==> config.mk <==
export PLATFORM = sky130hd
export DESIGN_NAME = stream_pipe
export DESIGN_NICKNAME = d
export VERILOG_FILES = /design/src/rtl/stream_pipe_pkg.sv /design/src/rtl/stream_pipe_stage.sv /design/src/rtl/stream_pipe.sv
export SDC_FILE = /design/constraint.sdc
export NUM_CORES = 1
export LEC_CHECK = 0
export ABC_CLOCK_PERIOD_IN_PS = 1840
export CAP_MARGIN = 20
export CORE_MARGIN = 2
export CORE_UTILIZATION = 55
export DETAILED_ROUTE_END_ITERATION = 10
export DONT_BUFFER_PORTS = 1
export PLACE_DENSITY = 0.8
export SETUP_SLACK_MARGIN = 0.3
export SLEW_MARGIN = 20
export SYNTH_ARGS = -nofsm -noshare
export SYNTH_HDL_FRONTEND = slang
export SYNTH_SLANG_ARGS = --single-unit
==> constraint.sdc <==
create_clock -name clk_i -period 1.84 [get_ports clk_i]
set_input_delay 0.368 -clock clk_i [delete_from_list [all_inputs] [get_ports clk_i]]
set_output_delay 0.368 -clock clk_i [all_outputs]
set_load 0.03 [all_outputs]
==> src/rtl/stream_pipe_pkg.sv <==
// Shared types and helpers for the stream_pipe register slice.
package stream_pipe_pkg;

    typedef enum logic {PIPE_FWD, PIPE_SKID} pipe_mode_e;

    typedef enum logic [1:0] {SKID_EMPTY, SKID_HALF, SKID_FULL} skid_state_e;

    // Number of beats the whole pipe can hold.
    function automatic int pipe_cap(input int depth, input int mode);
        return depth * ((mode == int'(PIPE_SKID)) ? 2 : 1);
    endfunction

endpackage

==> src/rtl/stream_pipe_stage.sv <==
// One valid/ready register stage, either forward (FWD) or skid (SKID).
//
// SKID stage states
//   state      | meaning
//   SKID_EMPTY | main and skid empty, ready_o=1
//   SKID_HALF  | main holds a beat, skid empty, ready_o=1
//   SKID_FULL  | main and skid both hold a beat, ready_o=0
module stream_pipe_stage
    import stream_pipe_pkg::*;
#(
    parameter int DW   = 8,
    parameter int MODE = 0
) (
    input  logic          clk_i,
    input  logic          rst_ni,
    input  logic          clear_i,
    input  logic          valid_i,
    output logic          ready_o,
    input  logic [DW-1:0] data_i,
    output logic          valid_o,
    input  logic          ready_i,
    output logic [DW-1:0] data_o
);

    if (MODE == int'(PIPE_SKID)) begin : g_skid
        skid_state_e   state_q, state_d;
        logic [DW-1:0] main_q, main_d;
        logic [DW-1:0] skid_q, skid_d;
        logic          in_fire, out_fire;

        // ready comes straight from a register, which is what cuts the ready path
        assign ready_o  = (state_q != SKID_FULL);
        assign valid_o  = (state_q != SKID_EMPTY);
        assign data_o   = main_q;
        assign in_fire  = valid_i & ready_o;
        assign out_fire = valid_o & ready_i;

        // Next-state and buffer update; clear overrides any handshake
        always_comb begin
            state_d = state_q;
            main_d  = main_q;
            skid_d  = skid_q;
            if (clear_i) begin
                state_d = SKID_EMPTY;
                main_d  = '0;
                skid_d  = '0;
            end else begin
                case (state_q)
                    SKID_EMPTY: begin
                        if (in_fire) begin
                            main_d  = data_i;
                            state_d = SKID_HALF;
                        end
                    end
                    SKID_HALF: begin
                        if (in_fire && out_fire) begin
                            main_d = data_i;
                        end else if (out_fire) begin
                            state_d = SKID_EMPTY;
                        end else if (in_fire) begin
                            skid_d  = data_i;
                            state_d = SKID_FULL;
                        end
                    end
                    SKID_FULL: begin
                        if (out_fire) begin
                            main_d  = skid_q;
                            state_d = SKID_HALF;
                        end
                    end
                    default: state_d = SKID_EMPTY;
                endcase
            end
        end

        // State and buffer registers
        always_ff @(posedge clk_i or negedge rst_ni) begin
            if (!rst_ni) begin
                state_q <= SKID_EMPTY;
                main_q  <= '0;
                skid_q  <= '0;
            end else begin
                state_q <= state_d;
                main_q  <= main_d;
                skid_q  <= skid_d;
            end
        end
    end else begin : g_fwd
        logic          valid_q, valid_d;
        logic [DW-1:0] data_q, data_d;

        assign ready_o = ready_i | ~valid_q;
        assign valid_o = valid_q;
        assign data_o  = data_q;

        // Advance whenever the slot is free or being drained; data only moves on a real beat
        always_comb begin
            valid_d = valid_q;
            data_d  = data_q;
            if (clear_i) begin
                valid_d = 1'b0;
                data_d  = '0;
            end else if (ready_o) begin
                valid_d = valid_i;
                if (valid_i) begin
                    data_d = data_i;
                end
            end
        end

        // Valid and data registers
        always_ff @(posedge clk_i or negedge rst_ni) begin
            if (!rst_ni) begin
                valid_q <= 1'b0;
                data_q  <= '0;
            end else begin
                valid_q <= valid_d;
                data_q  <= data_d;
            end
        end
    end

endmodule

==> src/rtl/stream_pipe.sv <==
// DEPTH cascaded valid/ready register stages of one common type (FWD or SKID).
// Optional STREAM_PIPE_OCCUPANCY_EN adds occ_o, a registered count of beats held.
module stream_pipe
    import stream_pipe_pkg::*;
#(
    parameter int DW    = 8,
    parameter int DEPTH = 2,
    parameter int MODE  = 0
) (
    input  logic          clk_i,
    input  logic          rst_ni,
    input  logic          clear_i,
    input  logic          valid_i,
    output logic          ready_o,
    input  logic [DW-1:0] data_i,
    output logic          valid_o,
    input  logic          ready_i,
    output logic [DW-1:0] data_o
`ifdef STREAM_PIPE_OCCUPANCY_EN
    ,
    output logic [$clog2(pipe_cap(DEPTH, MODE) + 1) - 1:0] occ_o
`endif
);

    if (DW < 1) begin : g_bad_dw
        $fatal(1, "stream_pipe: DW must be >= 1");
    end
    if (DEPTH < 1) begin : g_bad_depth
        $fatal(1, "stream_pipe: DEPTH must be >= 1");
    end
    if (MODE < 0 || MODE > 1) begin : g_bad_mode
        $fatal(1, "stream_pipe: MODE must be 0 (FWD) or 1 (SKID)");
    end

    // Index k is the input side of stage k; index DEPTH is the pipe output.
    logic          valid_c [DEPTH+1];
    logic          ready_c [DEPTH+1];
    logic [DW-1:0] data_c  [DEPTH+1];

    assign valid_c[0]     = valid_i;
    assign data_c[0]      = data_i;
    assign ready_o        = ready_c[0];
    assign valid_o        = valid_c[DEPTH];
    assign data_o         = data_c[DEPTH];
    assign ready_c[DEPTH] = ready_i;

    for (genvar k = 0; k < DEPTH; k++) begin : g_stage
        stream_pipe_stage #(
            .DW   (DW),
            .MODE (MODE)
        ) u_stage (
            .clk_i   (clk_i),
            .rst_ni  (rst_ni),
            .clear_i (clear_i),
            .valid_i (valid_c[k]),
            .ready_o (ready_c[k]),
            .data_i  (data_c[k]),
            .valid_o (valid_c[k+1]),
            .ready_i (ready_c[k+1]),
            .data_o  (data_c[k+1])
        );
    end

`ifdef STREAM_PIPE_OCCUPANCY_EN
    localparam int CAP   = pipe_cap(DEPTH, MODE);
    localparam int OCC_W = $clog2(CAP + 1);

    logic [OCC_W-1:0] occ_q, occ_d;
    logic             in_fire, out_fire;

    assign in_fire  = valid_i & ready_o;
    assign out_fire = valid_o & ready_i;
    assign occ_o    = occ_q;

    // Track beats entering and leaving; simultaneous in/out leaves the count alone
    always_comb begin
        occ_d = occ_q;
        if (clear_i) begin
            occ_d = '0;
        end else if (in_fire && !out_fire) begin
            occ_d = occ_q + OCC_W'(1);
        end else if (out_fire && !in_fire) begin
            occ_d = occ_q - OCC_W'(1);
        end
    end

    // Occupancy register
    always_ff @(posedge clk_i or negedge rst_ni) begin
        if (!rst_ni) begin
            occ_q <= '0;
        end else begin
            occ_q <= occ_d;
        end
    end
`endif

endmodule

==> impl_metrics.env <==
export IMPL_status="complete, no violations"
export IMPL_num_nets_final=79
export IMPL_synth_warnings=0
export IMPL_final_setup_viol_count=0
export IMPL_initial_core_util_pct=60.51
export IMPL_cts_setup_buffers=0
export IMPL_synth_top_family_by_area="compound AO/OA/AOI/OAI gates"
export IMPL_antenna_cells=0
export IMPL_arrival_ns=1.05
export IMPL_whs_path_depth=1
export IMPL_cp_required_ns=1.47
export IMPL_max_freq_mhz=704.1
export IMPL_grt_first_pass_wirelength_mm=2.484
export IMPL_synth_cell_types=14
export IMPL_gr_total_overflow=0
export IMPL_post_drt_via_cell_ratio=6.100
export IMPL_die_width_microns=42.31
export IMPL_die_area_sq_um=1790
export IMPL_core_sq_um=1334
export IMPL_place_gp_congestion=0.7279
export IMPL_clockRootBuffer="clkbuf_4"
export IMPL_async_flop_share_pct=100.0
export IMPL_fillers=116
export IMPL_synth_commonest_cells="dfrtp_1 (18), a21oi_1 (10)"
export IMPL_leakagePower_uw=0.0003700
export IMPL_synth_compound_area_share_pct=22.17
export IMPL_synth_cells=70
export IMPL_worst_pin_slew_ns=0.7770
export IMPL_critPathLaunchType="flip-flop"
export IMPL_finClkSkew_ns=0.004851
export IMPL_clock_latency_ns=0.29
export IMPL_timing_hold_ws_ns=0.1153
export IMPL_ant_nets=0
export IMPL_setup_slack_ns=0.4197
export IMPL_die_y_microns=42.31
export IMPL_wl_mm=1.462
export IMPL_hold_viol_final=0
export IMPL_cap_viol_max_count=0
export IMPL_fin_crit_sh_pct=77.19
export IMPL_h_tree_depth=1
export IMPL_clkTransAtPathRegs_ns=0.11
export IMPL_first_pass_iters=2
export IMPL_ys_ff_latch=18
export IMPL_path_cells="nand3b_4"
export IMPL_dpl_cell_area_sq_um=754.5
export IMPL_route_vias_total=488
export IMPL_slew_violations=0
export IMPL_dp_slack_ns=0.4588
export IMPL_reg2reg_depth=3
export IMPL_synth_edff_count=0
export IMPL_antenna_found_initial=0
export IMPL_synth_xor_area_share_pct=0
export IMPL_critPathCaptureType="output pin"
export IMPL_yosys_area_top_type="dfrtp_1"
export IMPL_period_minus_slack_ns=1.420
export IMPL_yosys_area_share_simple_pct=11.32
export IMPL_area_growth_pct=-0.4652
export IMPL_path_buf_inv=0
export IMPL_drive_gt1_share_pct=26.15
export IMPL_yosysSeqAreaShare_pct=55.81
export IMPL_max_slew_margin_pct=48.03
export IMPL_synth_top_area_share_pct=55.81
export IMPL_place_hpwl_mm=1.014
export IMPL_critPathKind="reg -> out"
export IMPL_cts_buffers=3
export IMPL_grt_pass1_vias=526
export IMPL_grt_max_degree=19
export IMPL_fin_area_sq_um=803.3
export IMPL_fin_util_pct=60.23
export IMPL_seq_area_sq_um=450.4
export IMPL_crit_fanout=10
export IMPL_grtUsageTotal_pct=18.81
export IMPL_drt_iter0_drc=4
export IMPL_syn_avg_cell_area_sq_um=11.53
export IMPL_drcViolationCount=0
export IMPL_cts_max_path_buffers=2
export IMPL_rsz0062_at_grt="no"
export IMPL_port_buffers=0
export IMPL_synthMuxAreaShare_pct=0
export IMPL_std_cell_rows=13
export IMPL_synth_area_leaders="dfrtp_1 (56%), a22o_2 (9.9%), buf_4 (7.4%), a21oi_1 (6.2%), nand3_1 (5.0%)"
export IMPL_syn_cell_area_sq_um=807.0
export IMPL_syn_num_nets=83
export IMPL_vdd_ir_drop_max_mv=0.5139
export IMPL_power_density_nw_per_um2=917.3
export IMPL_io_pins=23
export IMPL_cts_tree="built"
export IMPL_multi_input_area_sq_um=272.8
export IMPL_path_depth=1
export IMPL_synth_fa_ha_area_share_pct=0
export IMPL_cp_slowest_cell="dfrtp_1"
export IMPL_fin_setup_tns_ns=0
export IMPL_synth_ff_type="dfrtp_1"
export IMPL_wl_per_cell_microns=18.28
export IMPL_worstHoldPathType="in -> reg"
export IMPL_synth_most_common_cell="dfrtp_1"
export IMPL_crit_family="flip-flops"
export IMPL_critPathMaxStageDelay_ns=0.55
export IMPL_cts_sinks=18
==> layer usage <==
layer | GRT usage [%] | share of wire, %
met4 | 10.63 | 1.8
met5 | 0 | 0
met3 | 3.017 | 4.4
met1 | 25.07 | 45
met2 | 28.92 | 48
==> timing repair <==
action	4_1_cts	5_1_grt
endpoints found under the setup margin	0	5
gates resized for setup	0	1
hold endpoints to repair	18	0
hold buffers	1	0
==> through the flow <==
stage          total power, uW  std cells
2_1_floorplan            485.3         70
3_3_place_gp             483.1         75
3_5_place_dp             486.0         75
4_1_cts                  737.6         80
5_1_grt                  762.2         80
6_report                 736.8         80
==> path summary, 6_finish.rpt <==
path	from	endpoint	slack (ns)
worst min register to register	g_stage[0].u_stage.data_o[4]	g_stage[0].u_stage.data_o[4]	0.53
worst max register to register	g_stage[0].u_stage.valid_o	g_stage[0].u_stage.data_o[5]	0.43
worst max-delay path	g_stage[0].u_stage.valid_o	ready_o	0.42
max in group asynchronous	rst_ni	g_stage[0].u_stage.data_o[2]	0.77
min in group asynchronous	rst_ni	g_stage[1].u_stage.data_o[5]	0.58
worst min-delay path	clear_i	g_stage[0].u_stage.valid_o	0.12
==> final cells by class <==
type	instances	share of cell area, %
multi-input cells	39	33.96
well taps	15	2.336
clock buffers	4	4.517
repair buffers	2	2.181
inverters	2	0.9346
flip-flops and latches	18	56.07
==> cell families after synthesis <==
kind of cell / Yosys count
buffers and inverters: 13
AOI/OAI and AO/OA: 27
DFF: 18
and+or+nand+nor: 12
==> power by group <==
group	total (uW)	leakage (uW)	switching, uW	internal [uW]
Clock	250	0.0000210	129	120
Combinational	52.0	0.000105	29.6	22.4
Sequential	435	0.000244	23.3	412
==> placed cells by master, fill, tap and decap left out <==
cell,instances
nor2b_2,1
clkbuf_8,1
dfrtp_1,18
o21ai_0,8
dlygate4sd3_1,1
nand3_1,8
nor3b_4,1
a21oi_2,1
nand3b_4,1
buf_4,1
inv_1,2
nand2b_1,1
a22o_2,8
clkbuf_4,3
a21oi_1,10
==> flip-flops by register name, indices dropped and copies added, names as in the netlist <==
signal and flops:
g_stage.u_stage.valid_o 2, g_stage.u_stage.data_o 16
Power figures use the tool's default switching activity.
